**config.mk**
```make
export PLATFORM = sky130hd
export DESIGN_NAME = mstr_out_buffer
export DESIGN_NICKNAME = d
export VERILOG_FILES = /design/src/rtl/mstr_out_buffer.sv
export SDC_FILE = /design/constraint.sdc
export NUM_CORES = 1
export LEC_CHECK = 0
export ABC_AREA = 1
export BUFFER_PORTS_ARGS = -buffer_cell sky130_fd_sc_hd__buf_4
export CAP_MARGIN = 0
export CORE_MARGIN = 2
export CORE_UTILIZATION = 53
export CTS_CLUSTER_SIZE = 10
export DETAILED_ROUTE_END_ITERATION = 8
export GPL_ROUTABILITY_DRIVEN = 0
export MAX_ROUTING_LAYER = met4
export PLACE_DENSITY = 0.8
export RECOVER_POWER = 50
export SKIP_CTS_REPAIR_TIMING = 1
export SLEW_MARGIN = 15
export SYNTH_ARGS = -nofsm -noshare
export SYNTH_HDL_FRONTEND = slang
export SYNTH_SLANG_ARGS = --single-unit
```
**constraint.sdc**
```tcl
create_clock -name clk -period 5.8 [get_ports clk]
set_clock_uncertainty 0.2 [all_clocks]
set_input_delay 0.29 -clock clk [delete_from_list [all_inputs] [get_ports clk]]
set_output_delay 0.29 -clock clk [all_outputs]
set_load 0.02 [all_outputs]
```
**src/rtl/mstr_out_buffer.sv**
```systemverilog
// Output buffer for the image processing accelerator master port.
// A first-word-fall-through FIFO absorbs master backpressure. Each word carries
// a one-hot tag that names its originating slave. A small frame tracker counts
// the words the master has taken and pulses mstr0_cmplt once per delivered frame.
module mstr_out_buffer #(
  parameter int DATA_WIDTH = 32,
  parameter int FIFO_DEPTH = 8,
  parameter int CNT_WIDTH  = 16
) (
  input  logic                  clk,
  input  logic                  rst,
  input  logic                  in_vld,
  input  logic [DATA_WIDTH-1:0] in_data,
  input  logic                  in_src,
  input  logic                  in_last,
  output logic                  in_rdy,
  input  logic                  mstr0_rdy,
  output logic [DATA_WIDTH-1:0] mstr0_data,
  output logic [1:0]            mstr0_data_valid,
  output logic                  mstr0_cmplt,
  output logic [CNT_WIDTH-1:0]  frame_words
);

  localparam int ADDR_W  = $clog2(FIFO_DEPTH);
  localparam int ENTRY_W = DATA_WIDTH + 2;
  localparam logic [ADDR_W:0] FULL_COUNT = (ADDR_W + 1)'(FIFO_DEPTH);

  typedef enum logic [1:0] {
    IDLE = 2'd0,
    BUSY = 2'd1,
    DONE = 2'd2
  } state_t;

  // Storage layout of each entry: {last, src, data}
  logic [ENTRY_W-1:0] mem [FIFO_DEPTH];

  logic [ADDR_W-1:0] wr_ptr_reg;
  logic [ADDR_W-1:0] rd_ptr_reg;
  logic [ADDR_W:0]   count_reg;

  state_t               state_reg;
  logic [CNT_WIDTH-1:0] frame_words_reg;
  logic                 cmplt_reg;

  logic               empty;
  logic               full;
  logic               push;
  logic               pop;
  logic [ENTRY_W-1:0] head;
  logic               head_last;
  logic               head_src;

  assign empty = (count_reg == '0);
  assign full  = (count_reg == FULL_COUNT);

  // in_rdy depends only on the registered count, never on the master handshake,
  // so a full buffer refuses a push even in a cycle in which it also pops.
  assign in_rdy = !full;
  assign push   = in_vld && !full;
  assign pop    = !empty && mstr0_rdy;

  assign head      = mem[rd_ptr_reg];
  assign head_last = head[ENTRY_W-1];
  assign head_src  = head[ENTRY_W-2];

  assign mstr0_data       = empty ? '0 : head[DATA_WIDTH-1:0];
  assign mstr0_data_valid = empty ? 2'b00 : (head_src ? 2'b10 : 2'b01);
  assign mstr0_cmplt      = cmplt_reg;
  assign frame_words      = frame_words_reg;

  // Entry storage: write only, no reset. Stale entries are never visible
  // because the outputs are masked while the buffer is empty.
  always_ff @(posedge clk) begin
    if (push) begin
      mem[wr_ptr_reg] <= {in_last, in_src, in_data};
    end
  end

  // Pointer and occupancy bookkeeping. Pointers wrap naturally because the depth is a power of two.
  always_ff @(posedge clk) begin
    if (rst) begin
      wr_ptr_reg <= '0;
      rd_ptr_reg <= '0;
      count_reg  <= '0;
    end else begin
      if (push) begin
        wr_ptr_reg <= wr_ptr_reg + 1'b1;
      end
      if (pop) begin
        rd_ptr_reg <= rd_ptr_reg + 1'b1;
      end
      case ({push, pop})
        2'b10:   count_reg <= count_reg + 1'b1;
        2'b01:   count_reg <= count_reg - 1'b1;
        default: count_reg <= count_reg;
      endcase
    end
  end

  // Frame tracker: counts popped words and raises a one-cycle completion pulse
  // after the pop of a word marked last. It only observes pops and never stalls them.
  always_ff @(posedge clk) begin
    if (rst) begin
      state_reg       <= IDLE;
      frame_words_reg <= '0;
      cmplt_reg       <= 1'b0;
    end else begin
      cmplt_reg <= 1'b0;
      if (pop) begin
        // A pop outside BUSY opens a new frame. That includes the DONE cycle.
        if (state_reg == BUSY) begin
          if (!(&frame_words_reg)) begin
            frame_words_reg <= frame_words_reg + 1'b1;
          end
        end else begin
          frame_words_reg <= CNT_WIDTH'(1);
        end
        if (head_last) begin
          state_reg <= DONE;
          cmplt_reg <= 1'b1;
        end else begin
          state_reg <= BUSY;
        end
      end else if (state_reg == DONE) begin
        state_reg <= IDLE;
      end
    end
  end

endmodule

```
# --- Word level (Yosys, flattened, before mapping) ---
# Memory sizes are Yosys's and may differ from the RTL's. A register that Yosys moved wholly into a read port is not among the register bits.
# Index checks and enable logic that the tools add are counted.
totals:
  regBits: 29
  ram_bits: 272
  in_bits: 38
  output_inout_bits: 52
  word_cells: 43
  memories: 1
classes:
  add_sub_neg: 5
  eq_ne: 6
  mux: 14
  n_bitwise: 1
  reduce_logical: 10
mem_list:
  columns: ["memory", "words", "width", "read_ports", "rd_clocked_by_memory_dff", "write_ports", "line", "text"]
  rows:
  - ["mem", 8, 34, 1, 1, 1, "35", "logic [ENTRY_W-1:0] mem [FIFO_DEPTH];"]
op_table:
  columns: ["operator", "count"]
  rows:
  - ["16-bit two-way mux", 2]
  - ["32-bit two-way mux", 1]
  - ["16-bit by 1-bit adder with 16-bit output (second input constant)", 1]
  - ["16-bit AND reduction", 1]
  - ["2-bit two-way mux", 5]
  - ["4-bit one-hot mux with 2 select lines", 1]
  - ["3-bit by 1-bit adder with 3-bit output (second input constant)", 2]
  - ["3-bit two-way mux", 2]
  - ["4-bit by 1-bit adder with 4-bit output (second input constant)", 1]
  - ["2-bit by 1-bit == test with 1-bit output (second input constant)", 2]
  - ["2-bit == test (second input constant)", 2]
  - ["4-bit == test (second input constant)", 1]
  - ["4-bit zero test", 1]
  - ["2-bit nonzero test", 2]
  - ["4-bit by 1-bit subtractor with 4-bit output (second input constant)", 1]
  - ["1-bit two-way mux", 3]
  - ["1-bit logical AND", 2]
  - ["1-bit zero test", 2]
  - ["2-bit inequality test (second input constant)", 1]
  - ["2-bit AND reduction", 1]
  - ["2-bit OR reduction", 1]
  - ["1-bit inverter", 1]

# --- Depth between registers and ports, before layout ---
# Gate-level depths: netlist of the first run.
depth:
  depth_word: 5
  ltp_mapped: 15
  depth_no_buf: 14

# --- Worst setup path before layout of the first run ---
# Ideal clock, no wire load.
synth_timing:
  path_type: "reg2reg"
  from: "register count_reg[0]"
  to: "memory mem[0][0] in the netlist's numbering, enable pin"
  setup_ns: 0.425
  arrival_ns: 2.484
  setup_slack_ns: 2.690
  path_stages_with_launch: 7
  path_buffers: 0
  path_cell_list: "dfxtp_1 nor2_1 nand3_1 nand2_1 inv_1 nand2_1 nor2_1"
synth_via:
  elab_chain_cells: 5
synth_lines:
  columns: ["item", "line", "text"]
  rows:
  - ["from (decl)", "39", "logic [ADDR_W:0] count_reg;"]
  - ["from (signal assigned)", "93", "2'b10: count_reg <= count_reg + 1'b1;"]
  - ["from (signal assigned)", "94", "2'b01: count_reg <= count_reg - 1'b1;"]
  - ["from (signal assigned)", "95", "default: count_reg <= count_reg;"]
  - ["4-bit == test", "54", "assign full = (count_reg == FULL_COUNT);"]
  - ["1-bit zero test", null, null]
  - ["named net in_rdy", "16", "output logic in_rdy,"]
  - ["1-bit logical AND", "59", "assign push = in_vld && !full;"]
  - ["1-bit two-way mux", "74", "if (push) begin"]
  - ["1-bit two-way mux (not written as such)", "75", "mem[wr_ptr_reg] <= {in_last, in_src, in_data};"]
  - ["to (decl)", "35", null]
# The timed path passes the listed nets, and every way through them passes these cells.

==> flow_summary_export.csv, run 1 <==
group,metric,value,unit
run_status,run_status,"finished with violations",
run_status,violations,"negative hold slack, max-capacitance violations, max-slew violations",
logic_synthesis,yosysSeqAreaShare,70.89,%
detailed_routing,via_count,8535,
timing,relSlewSlack,-16.99,%
global_routing,antenna_found_initial,0,
critical_path,critPathArrivalTime,3.19,ns
job,max_cap_viol_count,1,
detailed_routing,drcViolationCount,0,
clock_tree,cts_buffers,36,
clock_tree,root_buffer,"clkbuf_16",
floorplanning,die_w,157.1,um
logic_synthesis,syn_avg_cell_area,11.47,sq um
timing,final_hold_viol_count,1,
timing,setup_violations,0,
logic_synthesis,netlist_area,12430,sq um
placement,port-buffer-count,89,
floorplanning,initial_utilization,53.42,%
global_routing,grt_pass1_vias,8228,
critical_path,cp-start-kind,"register",
detailed_routing,ant_nets,0,
global_routing,grt_remaining_overflow,0,
placement,place_inst,1442,
logic_synthesis,ys_seq_elements,304,
critical_path,r2r_slack,2.32,ns
timing,whs,-0.008148,ns
clock_tree,cts_buffer_depth,3,
clock_tree,clk_pin_slew,0.05,ns
layout,stdcell_count,1528,
hold_path,worstHoldPathType,"input port to register",
timing,drv_slew,16,
logic_synthesis,netlist_instances,1083,
floorplanning,die_y,157.1,um
logic_synthesis,yosysWarningCount,0,
layout,largest_reg_flops,272,
global_routing,grt_max_degree,78,
global_routing,grt_pass1_wl,42.37,mm
clock_tree,cts_tree,"done",
pwr,vdd_drop_max,0.2220,mV
timing,worst_pin_slew,1.748,ns
detailed_routing,routed_wl,27.36,mm
pwr,p_leak,5.075,nW
critical_path,critical_path_class,"register to primary output",
placement,dp_hpwl,14.60,mm
logic_synthesis,synthFlopType,"edfxtp_1",
hold_path,holdPathStages,4,
logic_synthesis,synth_edf_count,272,
detailed_routing,post_drt_via_cell_ratio,5.586,
critical_path,cp.required,5.31,ns
timing,period_share,63.47,%
layout,drive_gt1_share,9.429,%
layout,diodes,0,
timing,max_freq,0.2717,GHz
floorplanning,die_area,24690,sq um
timing,tns,0,ns
logic_synthesis,syn_nets,1127,
critical_path,end_kind,"primary output",
critical_path,path_max_fanout,76,
layout,nets,1240,
global_routing,track_usage,22.77,%
detailed_routing,drtIter0Drc,953,
detailed_routing,wl_per_cell,17.91,um
clock_tree,worstSkewPairLatency,0.50,ns
clock_tree,htreeDepth,2,
detailed_routing,firstDrtPassIters,5,
logic_synthesis,ys_types,35,
critical_path,rr_worst_depth,7,
timing,rsz0062_at_grt,"false",
logic_synthesis,async_flop_share,0,%
floorplanning,rows,56,
layout,fin_util,62.28,%
pwr,pwr_density_cell,463.3,nW/um^2
clock_tree,cts.sinks,304,
floorplanning,core_area,23260,sq um
timing,min_period,3.681,ns
layout,syn2layout_area_growth,16.60,%
floorplanning,io_pins,90,
==> report_power, final <==
group / switching [W] / internal (W)
Combinational: 0.00139 / 0.000693
Sequential: 0.000112 / 0.00255
Clock: 0.000782 / 0.00118
Total: 0.00229 / 0.00442
==> area by class of cell <==
class / instances / area [sq um]
clock buffer: 49 / 992.2
clock inverter: 2 / 23.77
fill: 1817 / 8773
inverter: 55 / 209.0
multi-input combinational: 663 / 3141
sequential: 304 / 8815
tap: 319 / 399.1
timing repair buffer: 136 / 909.6
==> worst max-delay path, cell delays in order (launching register included) <==
cell,delay [ns]
dfxtp_4,0.52
inv_4,0.52
buf_4,0.69
o21ai_0,0.16
o22ai_1,0.20
o21ai_0,0.10
nor2_1,0.23
buf_4,0.19
==> path summary, 6_finish.rpt <==
path | startpoint | endpoint
max reg2reg | count_reg[0]$_SDFFE_PP0P_ | mem[3][32]$_DFFE_PP_
max | register | mstr0_data[31]
min reg2reg | wr_ptr_reg[0]$_SDFFE_PP0P_ | wr_ptr_reg[0]$_SDFFE_PP0P_
min | mstr0_rdy | state_reg[1]$_SDFFE_PP0P_
==> stage by stage <==
step	total power, W	cell area [sq um]	setup slack, ns	hold WS (ns)
finish	0.006712	14490	2.119	-0.008148
global route	0.007057	14490	1.951	0.02182
CTS	0.006760	14350	2.151	-0.1980
floorplan	0.004066	12430	2.690	0.1889
global placement	0.004717	13340	2.716	0.2689
detailed placement	0.004782	13340	2.607	0.2853
==> synth_stat cells (2+ instances only) <==
cell type / number / area share [%]
a31oi_1: 2 / 0.10
nand2_1: 85 / 2.6
inv_2: 3 / 0.091
inv_1: 51 / 1.5
buf_4: 5 / 0.30
xor2_1: 3 / 0.21
nand3_1: 28 / 1.1
nor2_2: 4 / 0.20
o22ai_1: 64 / 3.2
edfxtp_1: 272 / 66
buf_6: 5 / 0.45
clkbuf_1: 29 / 0.88
nand4_1: 4 / 0.20
o21ai_0: 172 / 6.9
nor2_1: 253 / 7.6
buf_2: 21 / 0.85
o21ai_1: 9 / 0.36
nand2_2: 5 / 0.25
dfxtp_1: 32 / 5.2
ha_1: 6 / 0.60
a21oi_1: 16 / 0.64
==> layout by cell type (no fill, tap or decap), types with 2 or more instances in the layout <==
| cell type | netlist | routed |
|---|---|---|
| nand3_1 | 28 | 28 |
| nand4_1 | 4 | 4 |
| inv_2 | 3 | 3 |
| nand2_2 | 5 | 5 |
| o21ai_0 | 172 | 172 |
| dlygate4sd3_1 | 0 | 35 |
| clkbuf_1 | 29 | 64 |
| a31oi_1 | 2 | 2 |
| nor2_1 | 253 | 247 |
| inv_1 | 51 | 51 |
| dfxtp_2 | 0 | 2 |
| xor2_1 | 3 | 3 |
| a21oi_1 | 16 | 16 |
| o22ai_1 | 64 | 64 |
| clkbuf_16 | 0 | 38 |
| o21ai_1 | 9 | 9 |
| ha_1 | 6 | 6 |
| nor2_4 | 1 | 7 |
| nand2_1 | 85 | 85 |
| nor2_2 | 4 | 4 |
| edfxtp_1 | 272 | 272 |
| buf_4 | 5 | 48 |
| dfxtp_1 | 32 | 29 |
==> cells by family (layout without fill, tap and decap cells) <==
group | after synthesis | count (layout) | synth area share (%)
AND/OR/NAND/NOR | 388 | 388 | 12.65
flip-flops | 304 | 304 | 70.89
AO/OA/AOI/OAI | 265 | 265 | 11.38
buffers and inverters | 116 | 242 | 4.199
adder cells (fa/ha/maj) | 6 | 6 | 0.6042
XOR/XNOR | 4 | 4 | 0.2820
==> layer usage <==
layer | routed length (um) | track usage [%]
met5 | 0 | -
met4 | 670 | 7.619
met3 | 1842 | 3.634
met2 | 13700 | 38.26
met1 | 11150 | 28.49
Power figures use the tool's default switching activity.
==> run 2, diff against run 1 <==
- ABC_AREA: 1 -> 0
- PLACE_DENSITY: 0.8 -> 0.81
- clock period: 5.8 -> 3.4 ns (I/O delays scaled with it)
==> run 2 against run 1 <==
- highest routed layer unchanged
- the run now ends clean
- die area decreased by 3.8%
- sequential power increased by 69%
- largest power group unchanged
- worst setup slack got worse by 1.7 ns
- via count decreased by 24%
- utilization increased by 2.1 points
- flip-flop and latch count unchanged
==> flow_summary_export.csv, run 2 <==
group,metric,value,unit
run_status,run_status,"complete, no violations",
timing,worst_pin_slew,0.6458,ns
pwr,pwr_density_cell,748.3,nW/um^2
detailed_routing,wl_per_cell,23.86,um
clock_tree,htreeDepth,2,
timing,rsz0062_at_grt,"false",
layout,mostFrequentLayoutCells,"272 x edfxtp_1, 68 x mux4_2, 64 x clkbuf_1",
layout,largest_reg_flops,272,
global_routing,track_usage,22.54,%
logic_synthesis,ys_types,43,
critical_path,critical_path_class,"register to register",
timing,max_freq,0.3361,GHz
critical_path,reg2reg_to,"count_reg[2]$_SDFFE_PP0P_",
hold_path,holdPathEnd,"frame_words[13]$_SDFFE_PP0P_",
timing,drv_slew,0,
clock_tree,cts_buffer_depth,3,
timing,setup_violations,0,
logic_synthesis,ys_seq_elements,304,
clock_tree,root_buffer,"clkbuf_16",
logic_synthesis,netlist_instances,631,
layout,drive_gt1_share,21.69,%
logic_synthesis,synth_most_common_cell,"edfxtp_1",
layout,syn2layout_area_growth,18.33,%
logic_synthesis,synth_edf_count,272,
logic_synthesis,synth_top_cell_by_area,"edfxtp_1",
floorplanning,die_w,154.1,um
timing,relSlewSlack,56.95,%
floorplanning,die_area,23750,sq um
pwr,vdd_drop_max,0.5532,mV
global_routing,grt_remaining_overflow,0,
global_routing,grt_max_degree,39,
clock_tree,cts_buffers,36,
critical_path,r2r_slack,0.42,ns
critical_path,worstReg2RegStart,"count_reg[2]$_SDFFE_PP0P_",
detailed_routing,drcViolationCount,0,
clock_tree,clk_pin_slew,0.05,ns
timing,min_period,2.975,ns
critical_path,cp-start-kind,"register",
logic_synthesis,synthFlopType,"edfxtp_1",
floorplanning,core_area,21960,sq um
pwr,p_leak,4.464,nW
floorplanning,die_y,154.1,um
clock_tree,cts.sinks,304,
timing,period_share,87.51,%
critical_path,end_kind,"register",
layout,final_common_cell,"edfxtp_1",
detailed_routing,post_drt_via_cell_ratio,6.073,
layout,fin_util,64.34,%
floorplanning,initial_utilization,54.38,%
timing,layout_setup_ws,0.4248,ns
critical_path,cp.required,3.64,ns
hold_path,hp-start,"mstr0_rdy",
floorplanning,rows,54,
detailed_routing,ant_nets,0,
critical_path,rr_worst_depth,10,
hold_path,holdPathStages,4,
logic_synthesis,syn_nets,675,
logic_synthesis,synth_top_cells_by_count,"272 x edfxtp_1, 68 x mux4_2, 51 x nor2_1, 35 x mux2i_1, 32 x dfxtp_1",
logic_synthesis,netlist_area,11940,sq um
logic_synthesis,synth_area_leaders,"edfxtp_1 68%, mux4_2 13%, dfxtp_1 5.4%",
timing,whs,0.02508,ns
global_routing,grt_pass1_vias,6699,
placement,dp_hpwl,13.94,mm
logic_synthesis,yosysSeqAreaShare,73.77,%
layout,diodes,0,
hold_path,worstHoldPathType,"input port to register",
layout,nets,825,
logic_synthesis,yosys.area.top_type_share,68.41,%
critical_path,path_max_fanout,13,
detailed_routing,routed_wl,25.60,mm
timing,tns,0,ns
placement,port-buffer-count,89,
global_routing,grt_pass1_wl,39.01,mm
clock_tree,cts_tree,"done",
logic_synthesis,async_flop_share,0,%
logic_synthesis,yosysWarningCount,0,
global_routing,antenna_found_initial,0,
job,max_cap_viol_count,0,
clock_tree,worstSkewPairLatency,0.51,ns
placement,post-place-ws,0.5302,ns
critical_path,critPathArrivalTime,3.21,ns
timing,final_hold_viol_count,0,
logic_synthesis,syn_avg_cell_area,18.92,sq um
detailed_routing,via_count,6516,
detailed_routing,firstDrtPassIters,7,
floorplanning,io_pins,90,
detailed_routing,drtIter0Drc,664,
## run 2: changes by cell type after synthesis, sizes merged, moves of 7 or more
cell and change:
buf -13, nand2 -73, o21ai -168, nor2 -207
nand3 -18, clkbuf -16, mux2i +35, inv -51
mux4 +68, o22ai -64, nor3 +10, a21oi +7
## run 2: kinds of logic after synthesis
group	Yosys count	synth area share, %
AOI/OAI and AO/OA	51	2.672
DFF	304	73.77
and+or+nand+nor	124	5.124
muxes	103	15.76
xor gates and xnor gates	7	0.5135
buffers and inverters	36	1.530
adders and majority gates	6	0.6287
## run 2: layout make-up
cell class                 instances  area (sq um)
tap                              280         350.3
clock inverter                     4         33.78
fill                            1452          7830
inverter                           4         20.02
multi-input combinational        291          2973
timing repair buffer             144         996.0
clock buffer                      46         938.4
sequential                       304          8817
## run 2: per-stage QoR
| stage | instances | total power [W] | instance area, sq um |
|---|---|---|---|
| floorplan | 631 | 0.006374 | 11950 |
| global placement | 986 | 0.007265 | 13040 |
| detailed placement | 986 | 0.007364 | 13040 |
| CTS | 1036 | 0.01067 | 14010 |
| global route | 1073 | 0.01100 | 14130 |
| finish | 1073 | 0.01057 | 14130 |
## run 2: worst max-delay path by stage
stage / to / cells after the start / slack [ns] / from
after floorplan: mem[2][0]$_DFFE_PP_ / 5 / -0.66 / count_reg[1]$_SDFFE_PP0P_
after global placement: count_reg[2]$_SDFFE_PP0P_ / 10 / 0.75 / count_reg[2]$_SDFFE_PP0P_
after detailed placement: count_reg[2]$_SDFFE_PP0P_ / 10 / 0.53 / count_reg[0]$_SDFFE_PP0P_
after CTS: mstr0_data[21] / 5 / 0.36 / register
after global routing: count_reg[2]$_SDFFE_PP0P_ / 10 / 0.22 / count_reg[0]$_SDFFE_PP0P_
final: count_reg[2]$_SDFFE_PP0P_ / 10 / 0.42 / count_reg[2]$_SDFFE_PP0P_
## run 2: where the power goes
| part | switching (W) | total, W | internal (W) | leakage [nW] |
|---|---|---|---|---|
| registers | 0.000201 | 0.00449 | 0.00429 | 2.73 |
| clock network | 0.00137 | 0.00329 | 0.00192 | 0.472 |
| logic | 0.00156 | 0.00279 | 0.00123 | 1.26 |
| total | 0.00312 | 0.0106 | 0.00745 | 4.46 |
## run 2: metal layers
layer  global-route usage [%]  vias to the layer above  share of wire, %
met4                    8.144                        0               2.9
met3                    4.115                       64               5.3
met2                    36.92                      245                51
met5                        -                        -                 0
met1                    28.61                     3352                40
li1                         -                     2855                 -
## run 2: worst max-delay path, cell delays in order (launching register included)
cell and delay [ns]:
dfxtp_1 0.36, nor4_1 0.39, nand2b_1 0.39, inv_6 0.12, ha_1 0.28, xor2_1 0.18, ha_1 0.20, a21oi_1 0.17
xor2_1 0.12, or3_1 0.33, a21oi_1 0.15
==> run 3, diff against run 2 <==
- CORE_MARGIN: 2 -> unset
==> run 3 against run 2 <==
- highest routed layer unchanged
- sequential power barely moved
- worst hold slack got worse by 0.030 ns
- power rose by 1.3%
- worst setup slack got worse by 0.012 ns
- maximum frequency fell by 0.39%
- global-route usage fell by 0.094 points
- the run now ends with design-rule violations, negative hold slack left
==> flow_summary_export.csv, run 3 (same netlist as run 2, synthesis figures left out) <==
group,metric,value,unit
detailed_routing,wl_met2,12.43,mm
critical_path,crit_path_top_delay_cell,"dfxtp_4",
clock_tree,root_buffer,"clkbuf_16",
clock_tree,worstSkewPairLatency,0.52,ns
critical_path,critPathArrivalTime,2.62,ns
floorplanning,die_w,152.1,um
timing,rsz0062_at_grt,"false",
timing,final_hold_viol_count,3,
global_routing,grt_pass1_wl,38.09,mm
timing,min_period,2.987,ns
detailed_routing,maxUsedRoutingLayer,"met4",
clock_tree,cts_buffers,36,
critical_path,critical_path_class,"register to primary output",
critical_path,crit_path_frequent_cell,"buf_4",
critical_path,r2r_slack,0.52,ns
global_routing,grt_pass1_vias,6700,
clock_tree,cts_buffer_depth,3,
pwr,pwr_density_cell,752.6,nW/um^2
pwr,p_sw,0.003145,W
global_routing,grt_max_degree,38,
run_status,violations,"design-rule violations, negative hold slack",
floorplanning,initial_utilization,54.38,%
placement,post-place-ws,0.5834,ns
critical_path,crit_chain,"buf_4 -> mux4_2 -> mux2i_1 -> nor2b_1 -> buf_4",
layout,nets,825,
critical_path,reg2reg_to,"count_reg[2]$_SDFFE_PP0P_",
global_routing,track_usage,22.45,%
critical_path,end_kind,"primary output",
detailed_routing,ant_nets,0,
pwr,combinationalPowerShare,26.4,%
floorplanning,io_pins,90,
job,max_cap_viol_count,0,
detailed_routing,met3WireLength,1.732,mm
placement,dp_hpwl,13.72,mm
timing,whs,-0.004618,ns
timing,drv_slew,0,
timing,worst_pin_slew,0.6706,ns
layout,largest_reg_flops,272,
detailed_routing,via_count,6557,
layout,syn2layout_area_growth,19.23,%
layout,drive_gt1_share,22.07,%
detailed_routing,routed_wl,24.98,mm
clock_tree,cts_tree,"done",
timing,tns,0,ns
pwr,clock_power_share,31.8,%
floorplanning,die_area,23130,sq um
critical_path,rr_worst_depth,10,
pwr,internal_power,0.007569,W
critical_path,critical_path_depth,5,
pwr,p_leak,4.503,nW
critical_path,cp.required,3.03,ns
hold_path,hp-start,"mstr0_rdy",
floorplanning,core_area,21960,sq um
timing,layout_setup_ws,0.4130,ns
pwr,p_sw_share,29.35,%
layout,mostFrequentLayoutCells,"272 x edfxtp_1, 68 x mux4_2, 63 x clkbuf_1",
detailed_routing,wl_per_cell,23.26,um
floorplanning,die_y,152.1,um
critical_path,cp_slowest_stage_delay,0.59,ns
clock_tree,clk_pin_slew,0.05,ns
placement,port-buffer-count,89,
detailed_routing,post_drt_via_cell_ratio,6.105,
global_routing,grt_remaining_overflow,0,
layout,final_common_cell,"edfxtp_1",
timing,relSlewSlack,55.19,%
hold_path,worstHoldPathType,"input port to register",
pwr,power_frac_seq,41.9,%
floorplanning,rows,54,
critical_path,worstReg2RegStart,"count_reg[2]$_SDFFE_PP0P_",
hold_path,holdPathEnd,"frame_words[13]$_SDFFE_PP0P_",
detailed_routing,drcViolationCount,14,
clock_tree,cts.sinks,304,
detailed_routing,wl_met1,10.19,mm
timing,setup_violations,0,
critical_path,crit_family,"multiplexers",
pwr,vdd_drop_max,0.5008,mV
run_status,run_status,"finished with violations",
hold_path,holdPathStages,4,
critical_path,cp-start-kind,"register",
timing,period_share,87.85,%
critical_path,worst-path-buf-inv,2,
timing,max_freq,0.3348,GHz
detailed_routing,firstDrtPassIters,7,
critical_path,path_max_fanout,18,
layout,fin_util,64.83,%
detailed_routing,drtIter0Drc,724,
global_routing,antenna_found_initial,1,
clock_tree,htreeDepth,2,
[run 3: cell types whose count changed in the layout (fill, tap and decap cells not counted), moves of 2 or more]
cell,change
buf_12,+3
inv_16,+2
clkbuf_16,+2
buf_4,-2
[run 3: power by group through the flow]
stage	clock network, W	registers [W]	logic [W]
after floorplan	0	0.00444	0.00193
after global placement	0	0.00454	0.00272
after detailed placement	0	0.00457	0.00280
after CTS	0.00346	0.00449	0.00284
after global routing	0.00360	0.00451	0.00299
final	0.00341	0.00448	0.00282
[run 3: worst max path at each step]
stage / from / to / slack, ns
floorplan: count_reg[1]$_SDFFE_PP0P_ / mem[2][0]$_DFFE_PP_ / -0.66
global placement: count_reg[2]$_SDFFE_PP0P_ / count_reg[2]$_SDFFE_PP0P_ / 0.75
detailed placement: count_reg[0]$_SDFFE_PP0P_ / count_reg[3]$_SDFFE_PP0P_ / 0.58
CTS: register / mstr0_data_valid[0] / 0.35
global route: register / mstr0_data_valid[0] / 0.22
finish: register / mstr0_data_valid[0] / 0.41
[run 3: per-layer routing]
metal / GRT usage [%] / up-vias
met4: 8.017 / 0
met3: 4.763 / 67
met2: 35.47 / 314
met1: 29.08 / 3336
li1: - / 2840
met5: - / -
[run 3: worst reg2reg max path: stages (launching register included)]
cell	delay (ns)
dfxtp_1	0.35
nor4_1	0.38
nand2b_1	0.38
inv_6	0.12
ha_1	0.28
xor2_1	0.18
ha_1	0.20
a21oi_1	0.16
xor2_1	0.09
or3_1	0.30
a21oi_1	0.15
[run 3: per-stage QoR]
| step | instances | power [W] | cell area (sq um) |
|---|---|---|---|
| 2_1_floorplan | 631 | 0.006374 | 11950 |
| 3_3_place_gp | 986 | 0.007260 | 13080 |
| 3_5_place_dp | 986 | 0.007366 | 13080 |
| 4_1_cts | 1036 | 0.01079 | 14100 |
| 5_1_grt | 1074 | 0.01110 | 14240 |
| 6_report | 1074 | 0.01071 | 14240 |
[run 3: layout make-up]
type | instances | area (sq um)
multi-input cells | 291 | 2980
inverters | 4 | 20.02
fillers | 1401 | 7722
repair buffers | 144 | 1037
well taps | 280 | 350.3
clock inverters | 2 | 40.04
flip-flops and latches | 304 | 8817
diodes | 1 | 2.502
clock buffers | 48 | 988.4
